File: src/rtl/tilt_pkg.sv
// Shared constants for the tilt direction decoder.
// Direction indices into the 4-bit level/press vectors, default thresholds
// and counts, and the per-channel auto-repeat state encoding.
package tilt_pkg;

  localparam int unsigned NUM_DIRS = 4;

  // Direction bit positions in dir_level / dir_press
  localparam int unsigned DIR_RIGHT = 0;
  localparam int unsigned DIR_LEFT  = 1;
  localparam int unsigned DIR_UP    = 2;
  localparam int unsigned DIR_DOWN  = 3;

  // Default parameter values
  localparam int unsigned DEF_AXIS_W      = 5;
  localparam int unsigned DEF_THRESH_ON   = 8;
  localparam int unsigned DEF_THRESH_OFF  = 4;
  localparam int unsigned DEF_STABLE_CNT  = 3;
  localparam int unsigned DEF_REPEAT_DLY  = 4;
  localparam int unsigned DEF_REPEAT_RATE = 2;

  // Auto-repeat phase of one direction channel
  typedef enum logic [1:0] {
    REP_OFF   = 2'd0,  // level low
    REP_DELAY = 2'd1,  // level high, waiting out the initial repeat delay
    REP_RATE  = 2'd2   // level high, pulsing every REPEAT_RATE samples
  } rep_state_e;

endpackage

File: src/rtl/tilt_dir_channel.sv
// One direction channel: sample debounce, held level, press pulse and
// auto-repeat.
// Ports:
//   clk      - system clock
//   rst_n    - asynchronous active-low reset (already release-synchronised)
//   en_i     - channel enable; low clears all state at the next edge
//   sample_i - a new accelerometer sample is present this cycle
//   raw_i    - raw (hysteresis/exclusivity filtered) qualification
//   level_o  - debounced held level
//   press_o  - one-cycle press pulse on rise and on each auto-repeat
module tilt_dir_channel
  import tilt_pkg::*;
#(
  parameter int unsigned STABLE_CNT  = DEF_STABLE_CNT,
  parameter int unsigned REPEAT_EN   = 1,
  parameter int unsigned REPEAT_DLY  = DEF_REPEAT_DLY,
  parameter int unsigned REPEAT_RATE = DEF_REPEAT_RATE
) (
  input  logic clk,
  input  logic rst_n,
  input  logic en_i,
  input  logic sample_i,
  input  logic raw_i,
  output logic level_o,
  output logic press_o
);

  localparam int unsigned CW   = $clog2(STABLE_CNT + 1);
  localparam int unsigned RMAX = (REPEAT_DLY > REPEAT_RATE) ? REPEAT_DLY : REPEAT_RATE;
  localparam int unsigned RW   = $clog2(RMAX + 1);

  rep_state_e    state_q, state_d;
  logic          level_q, level_d;
  logic          press_q, press_d;
  logic [CW-1:0] cnt_q, cnt_d, cnt_inc;
  logic [RW-1:0] rep_q, rep_d, rep_inc;
  logic          toggle;

  // State register
  always_ff @(posedge clk or negedge rst_n) begin
    if (!rst_n) begin
      state_q <= REP_OFF;
      level_q <= 1'b0;
      press_q <= 1'b0;
      cnt_q   <= '0;
      rep_q   <= '0;
    end else begin
      state_q <= state_d;
      level_q <= level_d;
      press_q <= press_d;
      cnt_q   <= cnt_d;
      rep_q   <= rep_d;
    end
  end

  // Debounce, level toggle and repeat sequencing
  always_comb begin
    state_d = state_q;
    level_d = level_q;
    press_d = 1'b0;
    cnt_d   = cnt_q;
    rep_d   = rep_q;
    toggle  = 1'b0;
    cnt_inc = cnt_q + CW'(1);
    rep_inc = rep_q + RW'(1);

    if (!en_i) begin
      state_d = REP_OFF;
      level_d = 1'b0;
      cnt_d   = '0;
      rep_d   = '0;
    end else if (sample_i) begin
      // Count consecutive disagreeing samples; any agreeing sample restarts
      if (raw_i != level_q) begin
        if (cnt_inc == CW'(STABLE_CNT)) begin
          toggle = 1'b1;
          cnt_d  = '0;
        end else begin
          cnt_d = cnt_inc;
        end
      end else begin
        cnt_d = '0;
      end

      if (toggle) begin
        level_d = !level_q;
        rep_d   = '0;
        if (!level_q) begin
          press_d = 1'b1;
          state_d = REP_DELAY;
        end else begin
          state_d = REP_OFF;
        end
      end else if (REPEAT_EN != 0) begin
        // Repeat counter counts samples since the rise / last repeat pulse
        case (state_q)
          REP_DELAY: begin
            if (rep_inc == RW'(REPEAT_DLY)) begin
              press_d = 1'b1;
              rep_d   = '0;
              state_d = REP_RATE;
            end else begin
              rep_d = rep_inc;
            end
          end
          REP_RATE: begin
            if (rep_inc == RW'(REPEAT_RATE)) begin
              press_d = 1'b1;
              rep_d   = '0;
            end else begin
              rep_d = rep_inc;
            end
          end
          default: ;
        endcase
      end
    end
  end

  assign level_o = level_q;
  assign press_o = press_q;

endmodule

File: src/rtl/tilt_direction_decoder.sv
// Tilt direction decoder: turns {X, Y, Z} accelerometer samples into
// debounced direction levels and press pulses.
// Ports:
//   clk       - system clock
//   reset_n   - asynchronous active-low reset; release is synchronised
//   enable    - decoder active when high; low clears all state
//   acl_data  - {X, Y, Z} signed fields, X in the MSBs, Z ignored
//   acl_valid - one-cycle new-sample strobe
//   dir_level - debounced levels {DOWN, UP, LEFT, RIGHT}
//   dir_press - one-cycle press pulses, same bit order
module tilt_direction_decoder
  import tilt_pkg::*;
#(
  parameter int unsigned AXIS_W      = DEF_AXIS_W,
  parameter int unsigned THRESH_ON   = DEF_THRESH_ON,
  parameter int unsigned THRESH_OFF  = DEF_THRESH_OFF,
  parameter int unsigned STABLE_CNT  = DEF_STABLE_CNT,
  parameter int unsigned DIAG_EN     = 0,
  parameter int unsigned REPEAT_EN   = 1,
  parameter int unsigned REPEAT_DLY  = DEF_REPEAT_DLY,
  parameter int unsigned REPEAT_RATE = DEF_REPEAT_RATE
) (
  input  logic                  clk,
  input  logic                  reset_n,
  input  logic                  enable,
  input  logic [3*AXIS_W-1:0]   acl_data,
  input  logic                  acl_valid,
  output logic [NUM_DIRS-1:0]   dir_level,
  output logic [NUM_DIRS-1:0]   dir_press
);

  // Magnitudes carry one extra bit so the most negative value fits
  localparam int unsigned MW = AXIS_W + 1;

  logic [1:0]        rst_sync_q;
  logic              rst_n;
  logic [AXIS_W-1:0] x, y;
  logic [MW-1:0]     x_ext, y_ext, mag_x, mag_y;
  logic              x_pos, x_neg, y_pos, y_neg;
  logic [NUM_DIRS-1:0] qual, raw;
  logic              sample;
  logic              unused_z;

  // Reset synchroniser: asserts asynchronously, releases after two edges
  always_ff @(posedge clk or negedge reset_n) begin
    if (!reset_n) begin
      rst_sync_q <= 2'b00;
    end else begin
      rst_sync_q <= {rst_sync_q[0], 1'b1};
    end
  end
  assign rst_n = rst_sync_q[1];

  // Field extraction and magnitude
  assign x        = acl_data[3*AXIS_W-1 -: AXIS_W];
  assign y        = acl_data[2*AXIS_W-1 -: AXIS_W];
  assign unused_z = ^acl_data[AXIS_W-1:0];
  assign x_ext    = {x[AXIS_W-1], x};
  assign y_ext    = {y[AXIS_W-1], y};
  assign mag_x    = x[AXIS_W-1] ? (~x_ext + MW'(1)) : x_ext;
  assign mag_y    = y[AXIS_W-1] ? (~y_ext + MW'(1)) : y_ext;
  assign x_neg    = x[AXIS_W-1];
  assign y_neg    = y[AXIS_W-1];
  assign x_pos    = !x[AXIS_W-1] && (x != '0);
  assign y_pos    = !y[AXIS_W-1] && (y != '0);
  assign sample   = acl_valid && enable;

  // Entry threshold for idle directions, lower exit threshold for held ones
  always_comb begin
    qual = '0;
    qual[DIR_RIGHT] = x_pos && (mag_x >= (dir_level[DIR_RIGHT] ? MW'(THRESH_OFF) : MW'(THRESH_ON)));
    qual[DIR_LEFT]  = x_neg && (mag_x >= (dir_level[DIR_LEFT]  ? MW'(THRESH_OFF) : MW'(THRESH_ON)));
    qual[DIR_UP]    = y_pos && (mag_y >= (dir_level[DIR_UP]    ? MW'(THRESH_OFF) : MW'(THRESH_ON)));
    qual[DIR_DOWN]  = y_neg && (mag_y >= (dir_level[DIR_DOWN]  ? MW'(THRESH_OFF) : MW'(THRESH_ON)));
  end

  // Single-direction mode: larger axis wins, X wins a tie
  always_comb begin
    raw = qual;
    if (DIAG_EN == 0) begin
      if ((qual[DIR_RIGHT] || qual[DIR_LEFT]) && (qual[DIR_UP] || qual[DIR_DOWN])) begin
        if (mag_y > mag_x) begin
          raw[DIR_RIGHT] = 1'b0;
          raw[DIR_LEFT]  = 1'b0;
        end else begin
          raw[DIR_UP]    = 1'b0;
          raw[DIR_DOWN]  = 1'b0;
        end
      end
    end
  end

  // One debounce/press channel per direction
  for (genvar i = 0; i < NUM_DIRS; i++) begin : g_ch
    tilt_dir_channel #(
      .STABLE_CNT (STABLE_CNT),
      .REPEAT_EN  (REPEAT_EN),
      .REPEAT_DLY (REPEAT_DLY),
      .REPEAT_RATE(REPEAT_RATE)
    ) u_ch (
      .clk     (clk),
      .rst_n   (rst_n),
      .en_i    (enable),
      .sample_i(sample),
      .raw_i   (raw[i]),
      .level_o (dir_level[i]),
      .press_o (dir_press[i])
    );
  end

endmodule

File: config.mk
export PLATFORM = sky130hd
export DESIGN_NAME = tilt_direction_decoder
export DESIGN_NICKNAME = d
export VERILOG_FILES = /design/src/rtl/tilt_pkg.sv /design/src/rtl/tilt_dir_channel.sv /design/src/rtl/tilt_direction_decoder.sv
export SDC_FILE = /design/constraint.sdc
export NUM_CORES = 1
export LEC_CHECK = 0
export CAP_MARGIN = 20
export CORE_ASPECT_RATIO = 1.75
export CORE_MARGIN = 5
export CORE_UTILIZATION = 50
export CTS_BUF_LIST = sky130_fd_sc_hd__clkbuf_8
export DETAILED_ROUTE_END_ITERATION = 10
export PLACE_DENSITY = 0.77
export SYNTH_ARGS = -nofsm -noshare
export SYNTH_HDL_FRONTEND = slang
export SYNTH_SLANG_ARGS = --single-unit
export TNS_END_PERCENT = 5
File: constraint.sdc
create_clock -name clk -period 1.3 [get_ports clk]
set_input_delay 0.39 -clock clk [delete_from_list [all_inputs] [get_ports clk]]
set_output_delay 0.39 -clock clk [all_outputs]
set_load 0.03 [all_outputs]
Word-level counts from Yosys, hierarchy flattened
Cells that the tools add are included.
{"block": "classes", "addsub": 10, "n_mul": 0, "div": 0, "n_lt_le_gt_ge": 5, "eq_ne": 41, "shifts": 0, "muxes": 129, "bitwise_logic": 2, "n_reduce_logical": 30}
{"cell": "$mux W2", "count": 38}
{"cell": "$mux W3", "count": 20}
{"cell": "$mux W1", "count": 56}
{"cell": "$ge A6 B4 Y1", "count": 4}
{"cell": "$ne A3 B1 Y1 const B", "count": 8}
{"cell": "$pmux W3 S2", "count": 4}
{"cell": "$mux W4", "count": 5}
{"cell": "$eq A2 B2 Y1 const B", "count": 8}
{"cell": "$ne A4 B1 Y1 const B", "count": 4}
{"cell": "$reduce_and A2 Y1", "count": 8}
{"cell": "$add A3 B1 Y3 const B", "count": 4}
{"cell": "$add A6 B1 Y6 const B", "count": 2}
{"cell": "$eq A3 B2 Y1 const B", "count": 4}
{"cell": "$eq A3 B3 Y1 const B", "count": 4}
{"cell": "$mux W6", "count": 2}
{"cell": "$not A6 Y6", "count": 2}
{"cell": "$reduce_and A3 Y1", "count": 4}
{"cell": "$ne A2 B1 Y1 const B", "count": 5}
{"cell": "$reduce_bool A5 Y1", "count": 2}
{"cell": "$add A2 B1 Y2 const B", "count": 4}
{"cell": "$eq A2 B1 Y1 const B", "count": 4}
{"cell": "$logic_and A1 B1 Y1", "count": 8}
{"cell": "$pmux W1 S2", "count": 4}
{"cell": "$gt A6 B6 Y1", "count": 1}
{"cell": "other kinds (3)", "count": 12}
{"block": "word_totals", "regBits": 38, "latchBits": 0, "ram_bits": 0, "rom_bits": 0, "inputBits": 19, "out_inout_bits": 8, "wordCells": 238, "n_memories": 0}

Logic depth before layout (Yosys ltp)
Gate-level depths: netlist (run 1).
{"block": "logic_depth", "word_depth": 15, "depth_mapped": 14, "depth_no_buf": 12}

By module
A second synthesis (run 1) with hierarchy kept.
{"block": "unflattened", "cells_unflattened": 336, "hier_area_um2": 3115.5}
{"module": "tilt_dir_channel", "instances": 4, "cells_per_inst": 65, "area_each_um2": 616.8, "seq_area_each_um2": 225.2}
{"module": "tilt_direction_decoder", "instances": 1, "cells_per_inst": 76, "area_each_um2": 648.1, "seq_area_each_um2": 50.0}

Worst setup path after synthesis (run 1)
Ideal clock, no wire load.
{"block": "synth_path", "path_type": "input to register", "start": "input port acl_data[5]", "end": "register g_ch[3].u_ch.rep_q[0]", "setup_ps": 127, "arrival_ps": 2779, "required_time_ps": 1173, "path_slack_ps": -1606, "path_stages": 12, "n_path_buf": 1, "path_cell_list": "inv_1 -> ha_1 -> nor3b_2 -> and2_1 -> ha_1 -> a21oi_2 -> a21boi_1 -> o32a_1 -> buf_6 -> o311a_1 -> o211a_1 -> mux2_1"}
{"block": "synth_via", "elab_chain_len": 15, "elab_cells_between_ends": 23, "cone_classes": "1 x add/sub; 3 x order compare; 2 x eq/ne; 9 x mux; 1 x bitwise; 7 x reduce/logical"}
{"item": "start: declaration", "line_no": "tilt_direction_decoder.sv:26", "source": "input logic [3*AXIS_W-1:0] acl_data,"}
{"item": "$not A6 Y6", "line_no": "tilt_direction_decoder.sv:61", "source": "assign mag_y = y[AXIS_W-1] ? (~y_ext + MW'(1)) : y_ext;"}
{"item": "$add A6 B1 Y6", "line_no": "tilt_direction_decoder.sv:61"}
{"item": "$mux W6", "line_no": "tilt_direction_decoder.sv:61"}
{"item": "$ge A6 B4 Y1 (on tied branches)", "line_no": "tilt_direction_decoder.sv:73, tilt_direction_decoder.sv:74"}
{"item": "$logic_and A1 B1 Y1 (on tied branches)", "line_no": "tilt_direction_decoder.sv:73, tilt_direction_decoder.sv:74"}
{"item": "$logic_or A1 B1 Y1", "line_no": "tilt_direction_decoder.sv:81", "source": "if ((qual[DIR_RIGHT] || qual[DIR_LEFT]) && (qual[DIR_UP] || qual[DIR_DOWN])) begin"}
{"item": "$logic_and A1 B1 Y1", "line_no": "tilt_direction_decoder.sv:81"}
{"item": "$mux W4 *", "line_no": "tilt_direction_decoder.sv:81"}
{"item": "$ne A1 B1 Y1 *", "line_no": "tilt_dir_channel.sv:74", "source": "if (raw_i != level_q) begin"}
{"item": "$mux W1 *", "line_no": "tilt_dir_channel.sv:74"}
{"item": "$mux W1 *", "line_no": "tilt_dir_channel.sv:72", "source": "end else if (sample_i) begin"}
{"item": "$mux W1 *", "line_no": "tilt_dir_channel.sv:67", "source": "if (!en_i) begin"}
{"item": "$mux W3", "line_no": "tilt_dir_channel.sv:85", "source": "if (toggle) begin"}
{"item": "$mux W3", "line_no": "tilt_dir_channel.sv:72"}
{"item": "$mux W3", "line_no": "tilt_dir_channel.sv:67"}
{"item": "end signal: assignment", "line_no": "tilt_dir_channel.sv:52", "source": "rep_q <= rep_d;"}
{"item": "end: declaration", "line_no": "tilt_dir_channel.sv:36", "source": "logic [RW-1:0] rep_q, rep_d, rep_inc;"}
Every way passes the cells marked *; elsewhere a longest branch is shown, timed or not. The select of a mux whose other input is x is not followed.
A chain may end at the register's enable or synchronous reset.

Worst setup path after layout (run 1)
{"block": "layout_path", "start": "input port acl_data[12]", "end": "register g_ch[1].u_ch.rep_q[2]"}
{"block": "layout_via", "elab_chain_len": 15, "elab_cells_between_ends": 23, "cone_classes": "1 x add/sub; 3 x order compare; 2 x eq/ne; 9 x mux; 1 x bitwise; 7 x reduce/logical"}
{"item": "$not A6 Y6", "line_no": "tilt_direction_decoder.sv:60", "source": "assign mag_x = x[AXIS_W-1] ? (~x_ext + MW'(1)) : x_ext;"}
{"item": "$add A6 B1 Y6", "line_no": "tilt_direction_decoder.sv:60"}
{"item": "$mux W6", "line_no": "tilt_direction_decoder.sv:60"}
{"item": "$ge A6 B4 Y1 (on tied branches)", "line_no": "tilt_direction_decoder.sv:71, tilt_direction_decoder.sv:72"}
{"item": "$logic_and A1 B1 Y1 (on tied branches)", "line_no": "tilt_direction_decoder.sv:71, tilt_direction_decoder.sv:72"}
{"item": "$logic_or A1 B1 Y1", "line_no": "tilt_direction_decoder.sv:81"}
{"item": "$logic_and A1 B1 Y1", "line_no": "tilt_direction_decoder.sv:81"}
{"item": "$mux W4 *", "line_no": "tilt_direction_decoder.sv:81"}
{"item": "$ne A1 B1 Y1 *", "line_no": "tilt_dir_channel.sv:74"}
{"item": "$mux W1 *", "line_no": "tilt_dir_channel.sv:74"}
{"item": "$mux W1 *", "line_no": "tilt_dir_channel.sv:72"}
{"item": "$mux W1 *", "line_no": "tilt_dir_channel.sv:67"}
{"item": "$mux W3", "line_no": "tilt_dir_channel.sv:85"}
{"item": "$mux W3", "line_no": "tilt_dir_channel.sv:72"}
{"item": "$mux W3", "line_no": "tilt_dir_channel.sv:67"}
{"item": "end signal: assignment", "line_no": "tilt_dir_channel.sv:52"}
{"item": "end: declaration", "line_no": "tilt_dir_channel.sv:36"}
Marks and branches as above.

==> reports/summary.txt, run 1 <==
crit path from: acl_data[12]
site row count: 39
Clock Path Buffers: 2
adder-cell share of the synthesized area: 14.2%
#FFs+latches synth: 38
Final Max Tran Viols: 0
Fin. Hold Viols: 0
H-tree depth: 2
cts bufs inserted: 5
status: complete, but fails checks
Final setup viols: 41
drt first pass iters: 5
HP Class: in -> async
slowest stage delay, CP: 380 ps
Crit-path slowest cell: a211o_1
RePlAce Congestion: 0.881
end of the critical path: g_ch[1].u_ch.rep_q[2]$_DFFE_PN0P_
max_slew headroom: 65.9%
Tcrit/Tclk final: 219%
Worst-Margin Slew: 511 ps
share of cells above drive strength 1: 45.5%
Worst Path Required: 1500 ps
Final Util: 79.0%
dpl cells: 567
drt drc: 0
worst vdd ir: 0.000730 V
number of I/O port buffers: 21
Core Box Area: 6540 um2
Syn Area/Cell: 8.99 um2
# IOs: 27
Mapped Cells: 372
crit path max fanout: 4
Initial Util: 51.1%
top-area cell type share of the netlist area: 28.4%
Routed WL per cell: 23.8 um
Max Cap Viol: 0
CTS sink cnt: 38
Critical R2R Launch: g_ch[1].u_ch.level_o$_DFFE_PN0P_
failing checks: setup timing
unrepaired setup endpoints after global routing: true
leakage power: 2.33 nW
final worst slack: -1550 ps
mapped cell area: 3340 um2
Clock Skew: 7.98 ps
crit path cell chain: buf_2, o31ai_4, xnor2_2, buf_4, buf_4, ha_1, a211o_1, buf_4, a21oi_1, a41oi_4, buf_4, a32oi_2, nor2_1
top post-synthesis cells by count: 38 x dfrtp_1, 38 x ha_1, 38 x nand2_1
Die Width: 71.8 um
pin count of the biggest net entering global routing: 37
antenna violations before repair: 0
synth unique cells: 70
Root Driver: clkbuf_8
Worst path most repeated cell: buf_4
detailed placement HPWL: 7.24 mm
Die H: 118 um
die area: 8490 um2
compound-cell area share of the yosys netlist: 27.5%
Routed WL: 14.1 mm
yosys warns: 0
crit path DAT: 3050 ps
Synth area leaders: dfrtp_1 28%, ha_1 14%, nand2_1 4.3%
clk_lat worst skew: 320 ps
EDFF count, synth: 0
Pwr Density: 696 nW/um2
final std cells w/o fill: 592
instance count on the critical path: 13
synthesis-to-finish area growth: 54.4%
fin nets: 567
reg2reg setup slack: -1240 ps
setup tns final: -49,210 ps
initial DRC count: 453
Main synth FF type: dfrtp_1
async set-reset flop share out of synthesis: 100%
GRT Overall Usage: 28.7%
CTS tree: built
drt via density: 6.56
crit path time final: 2850 ps
sequential fraction of the synthesis area: 28.4%
delay-heaviest family, CP: compound AO/OA/AOI/OAI gates
Worst Setup End Kind: flop
Final ANT Viol Nets: 0
vias in the first global route: 3,885
XOR/XNOR share of the synthesized area: 3.67%
multiplexer share of the synthesized area: 1.57%
hold_buf cts: 0
grt total ovfl: 0
area leader, netlist: dfrtp_1
combinational family with the most area after synthesis: compound AO/OA/AOI/OAI gates
FF-to-FF End: g_ch[1].u_ch.rep_q[2]$_DFFE_PN0P_
Antenna diodes: 0
R2R cell count: 9
Buffers & Inverters on Critical Path: 5
Setup crit start kind: input pin
first-pass GRT wire length: 19.2 mm
Worst-path clk slew: 80 ps
Post-Synth Simple-Gate Area: 17.4%
Crit Path Category: in -> reg
vias: 3,883
Fmax: 351 MHz
==> registers in the layout, indices dropped and copies added, names as in the netlist <==
register,count
rst_sync_q,2
g_ch.u_ch.state_q,8
g_ch.u_ch.cnt_q,8
g_ch.u_ch.level_o,4
g_ch.u_ch.press_o,4
g_ch.u_ch.rep_q,12
==> cell type report <==
class,instances,area (um2)
timing repair buffer,151,1270
tap,82,103
fill,326,1380
clock inverter,1,30.0
sequential,38,952
inverter,29,141
clock buffer,6,82.6
multi-input combinational,285,2580
==> worst min path at each step <==
stage,endpoint,slack (ps),cells past startpoint,from
6_report,rst_sync_q[1]$_DFF_PN0_,220,1,reset_n
5_1_grt,rst_sync_q[0]$_DFF_PN0_,220,1,reset_n
4_1_cts,rst_sync_q[1]$_DFF_PN0_,230,1,reset_n
3_5_place_dp,g_ch[2].u_ch.cnt_q[0]$_DFFE_PN0P_,310,1,rst_sync_q[1]$_DFF_PN0_
3_3_place_gp,g_ch[2].u_ch.cnt_q[0]$_DFFE_PN0P_,310,1,rst_sync_q[1]$_DFF_PN0_
2_1_floorplan,rst_sync_q[0]$_DFF_PN0_,90,0,reset_n
==> power breakdown <==
| part | internal [W] | total, W | switching (W) |
|---|---|---|---|
| logic | 0.000580 | 0.00125 | 0.000673 |
| registers | 0.00121 | 0.00123 | 0.0000198 |
| clock network | 0.000615 | 0.00111 | 0.000496 |
==> timing repair <==
action / CTS / global route
buffers inserted: 11 / 7
pin swaps: 38 / 34
setup endpoints to repair: 40 / 41
cloned: 1 / 0
gates resized for setup: 99 / 41
==> cell families after synthesis <==
family | after synthesis
DFF | 38
adders and majority gates | 38
xor gates and xnor gates | 14
other | 2
buffers and inverters | 50
AOI/OAI and AO/OA | 111
muxes | 5
and+or+nand+nor | 114
==> layout by cell type, fill, tap and decap left out, drive strengths merged, types with 4 or more instances in the layout <==
cell type    n
a21oi       24
nor2b        8
or4          4
o31ai        8
xor2         5
a211oi       4
o21ai       11
nand2       38
nand2b      10
o2111ai      4
o41ai        6
a31oi        5
dfrtp       38
nor3         7
nand3       14
o22ai        8
clkbuf       8
inv         29
xnor2        9
a21bo        4
ha          38
buf        145
nor2        13
nand4        4
or2          5
==> per-stage QoR <==
stage / power [W] / instance area (um2) / setup slack (ps) / hold slack, ps
finish: 0.00359 / 5160 / -1550 / 223
floorplan: 0.00175 / 3430 / -1380 / 94.4
detailed placement: 0.00214 / 4450 / -2240 / 315
global placement: 0.00211 / 4450 / -2140 / 310
CTS: 0.00340 / 4930 / -1330 / 229
global route: 0.00369 / 5160 / -1690 / 220
==> routing by layer <==
metal	global-route usage, %	vias to the layer above	wire, um
li1	-	1636	-
met1	30.1	1847	4710
met2	49.7	279	7020
met3	5.95	121	1090
met4	20.0	0	1250
met5	0	-	0
(Power assumes the default switching activity.)
==> run 2, diff against run 1 <==
--- a/config.mk
+++ b/config.mk
@@ -15,4 +15,4 @@
 export SYNTH_ARGS = -nofsm -noshare
 export SYNTH_HDL_FRONTEND = slang
 export SYNTH_SLANG_ARGS = --single-unit
-export TNS_END_PERCENT = 5
+export TNS_END_PERCENT = 1
==> run 2 against run 1 <==
The flow still finishes with violations (setup timing). Core utilization shrank 1.6 points. Combinational power is essentially flat. Non-clock buffer count shrank 3. Flip-flop and latch count is the same. Worst setup slack is essentially flat. Clock skew shrank 1.6 ps. Highest routed layer unchanged. First-iteration DRC count grew 6.4%. Sequential share of layout area grew 0.37 points. Die area is the same. Largest cell class unchanged.
==> reports/summary.txt, run 2 (synthesized netlist as in run 1, its figures left out) <==
status: complete, but fails checks
failing checks: setup timing
commonest non-fill, non-tap cell in the layout: buf_4
drt first pass iters: 6 (+1)
clk_lat worst skew: 310 ps (about the same)
HP Class: in -> async
fin nets: 564 (-0.53%)
GRT Overall Usage: 28.9% (+0.14 points)
Crit-path slowest cell: a211o_1
vias: 3,779 (-2.7%)
Tcrit/Tclk final: 219% (about the same)
dpl cells: 567 (unchanged)
# IOs: 27 (unchanged)
R2R cell count: 9 (unchanged)
crit path max fanout: 4 (unchanged)
reg2reg setup slack: -1180 ps (+60 ps)
unrepaired setup endpoints after global routing: true
site row count: 39 (unchanged)
initial DRC count: 482 (+6.4%)
max FFs per register: 12 (unchanged)
Fin. Hold Viols: 0 (unchanged)
max_slew headroom: 60.2% (-5.7 points)
die area: 8490 um2 (unchanged)
Final Max Tran Viols: 0 (unchanged)
Top reg by flops: g_ch.u_ch.rep_q
CTS sink cnt: 38 (unchanged)
antenna violations before repair: 0 (unchanged)
Worst-Margin Slew: 590 ps (+79.1 ps)
drt via density: 6.42 (-2.2%)
Worst path most repeated cell: buf_4
Crit Path Category: in -> reg
RePlAce Congestion: 0.881 (unchanged)
cts bufs inserted: 5 (unchanged)
crit path time final: 2850 ps (+0.270 ps)
final worst slack: -1550 ps (-0.270 ps)
Worst-path clk slew: 80 ps (about the same)
grt total ovfl: 0 (unchanged)
pre-CTS WS: -2240 ps (unchanged)
detailed placement HPWL: 7.24 mm (unchanged)
Routed WL: 13.0 mm (-7.3%)
Pwr Density: 703 nW/um2 (+1.0%)
first-pass GRT wire length: 19.3 mm (+0.61%)
Antenna diodes: 0 (unchanged)
crit path DAT: 3070 ps (+20 ps)
Die Width: 71.8 um (unchanged)
Worst Setup End Kind: flop
share of cells above drive strength 1: 44.0% (-1.5 points)
Initial Util: 51.1% (unchanged)
Final ANT Viol Nets: 0 (unchanged)
slowest stage delay, CP: 330 ps (-50 ps)
Max Cap Viol: 0 (unchanged)
Die H: 118 um (unchanged)
leakage power: 2.31 nW (-0.76%)
Fmax: 351 MHz (about the same)
Root Driver: clkbuf_8
final std cells w/o fill: 589 (-0.51%)
Clock Skew: 6.37 ps (-1.61 ps)
crit path cell chain: buf_6, inv_4, ha_4, buf_4, nor2b_4, xnor2_2, ha_1, a21bo_1, a211o_1, a2bb2oi_4, buf_4, o311a_1, buf_4, nand2_1, o31ai_1
FF-to-FF End: g_ch[3].u_ch.rep_q[2]$_DFFE_PN0P_
biggest regs: g_ch.u_ch.rep_q x12, g_ch.u_ch.cnt_q x8, g_ch.u_ch.state_q x8
Final setup viols: 40 (-2.4%)
synthesis-to-finish area growth: 51.3%
Worst Path Required: 1520 ps (+20 ps)
highest-count cells in the layout ignoring fill and taps: 117 x buf_4, 37 x dfrtp_1, 36 x nand2_1
worst vdd ir: 0.000672 V (-7.9%)
Core Box Area: 6540 um2 (unchanged)
Clock Path Buffers: 2 (unchanged)
pin count of the biggest net entering global routing: 37 (unchanged)
Critical R2R Launch: g_ch[1].u_ch.level_o$_DFFE_PN0P_
vias in the first global route: 3,786 (-2.5%)
Routed WL per cell: 22.1 um (-6.8%)
CTS tree: built
H-tree depth: 2 (unchanged)
number of I/O port buffers: 21 (unchanged)
drt drc: 0 (unchanged)
Setup crit start kind: input pin
==> run 2: cell count changes in the layout (fill, tap and decap cells not counted), moves of 2 or more <==
cell     change
o31ai_2      +2
inv_4        +2
buf_6        -2
ha_1         +3
ha_4         -3
==> run 2: what timing repair did <==
item	in CTS	in global routing
pin swaps	36	23
gates resized for setup	97	27
gates cloned	1	0
endpoints found under the setup margin	40	41
hold buffers	0	0
setup buffers	10	5
==> run 2: metrics by stage <==
step           utilization (%)  hold slack (ps)  instance area, um2  power [W]  setup TNS [ps]
2_1_floorplan                -             94.4                3430    0.00175          -43740
3_3_place_gp              68.1              310                4450    0.00211          -72970
3_5_place_dp              68.1              315                4450    0.00214          -75730
4_1_cts                   75.1              229                4910    0.00340          -43610
5_1_grt                   77.4              221                5060    0.00367          -52890
6_report                  77.4              231                5060    0.00356          -50810
==> run 2: cell type report <==
type	instances	area, um2
Clock buffer	6	82.6
Clock inverter	1	30.0
Fill cell	339	1480
Inverter	29	134
Multi-Input combinational cell	285	2530
Sequential cell	38	952
Tap cell	82	103
Timing Repair Buffer	148	1230
==> run 2: power by group <==
part	total [W]	internal [W]	switching [W]	leakage, nW
logic	0.00122	0.000568	0.000650	1.74
registers	0.00123	0.00121	0.0000188	0.520
clock network	0.00111	0.000615	0.000497	0.0573
total	0.00356	0.00239	0.00117	2.31
==> run 2: worst max-delay path by stage <==
stage | from | end | slack (ps)
4_1_cts | acl_data[6] | g_ch[0].u_ch.rep_q[1]$_DFFE_PN0P_ | -1330
6_report | acl_data[11] | g_ch[3].u_ch.rep_q[2]$_DFFE_PN0P_ | -1550
5_1_grt | acl_data[11] | g_ch[3].u_ch.rep_q[2]$_DFFE_PN0P_ | -1600
3_3_place_gp | acl_data[6] | g_ch[0].u_ch.rep_q[1]$_DFFE_PN0P_ | -2140
2_1_floorplan | acl_data[6] | g_ch[3].u_ch.rep_q[0]$_DFFE_PN0P_ | -1380
3_5_place_dp | acl_data[6] | g_ch[1].u_ch.rep_q[0]$_DFFE_PN0P_ | -2240
==> run 2: worst max-delay path, delay by kind of cell <==
family | cells | cell delay, ps
buf+inv | 5 | 560
simple gates | 2 | 250
fa+ha+maj | 2 | 440
xor+xnor | 1 | 160
compound gates | 5 | 1250
==> run 2: metal layers <==
layer | GRT usage [%] | wire (um) | up-vias
met2 | 50.5 | 6650 | 248
li1 | - | - | 1625
met4 | 17.1 | 1010 | 0
met3 | 4.93 | 916 | 99
met5 | 0 | 0 | -
met1 | 31.7 | 4470 | 1807
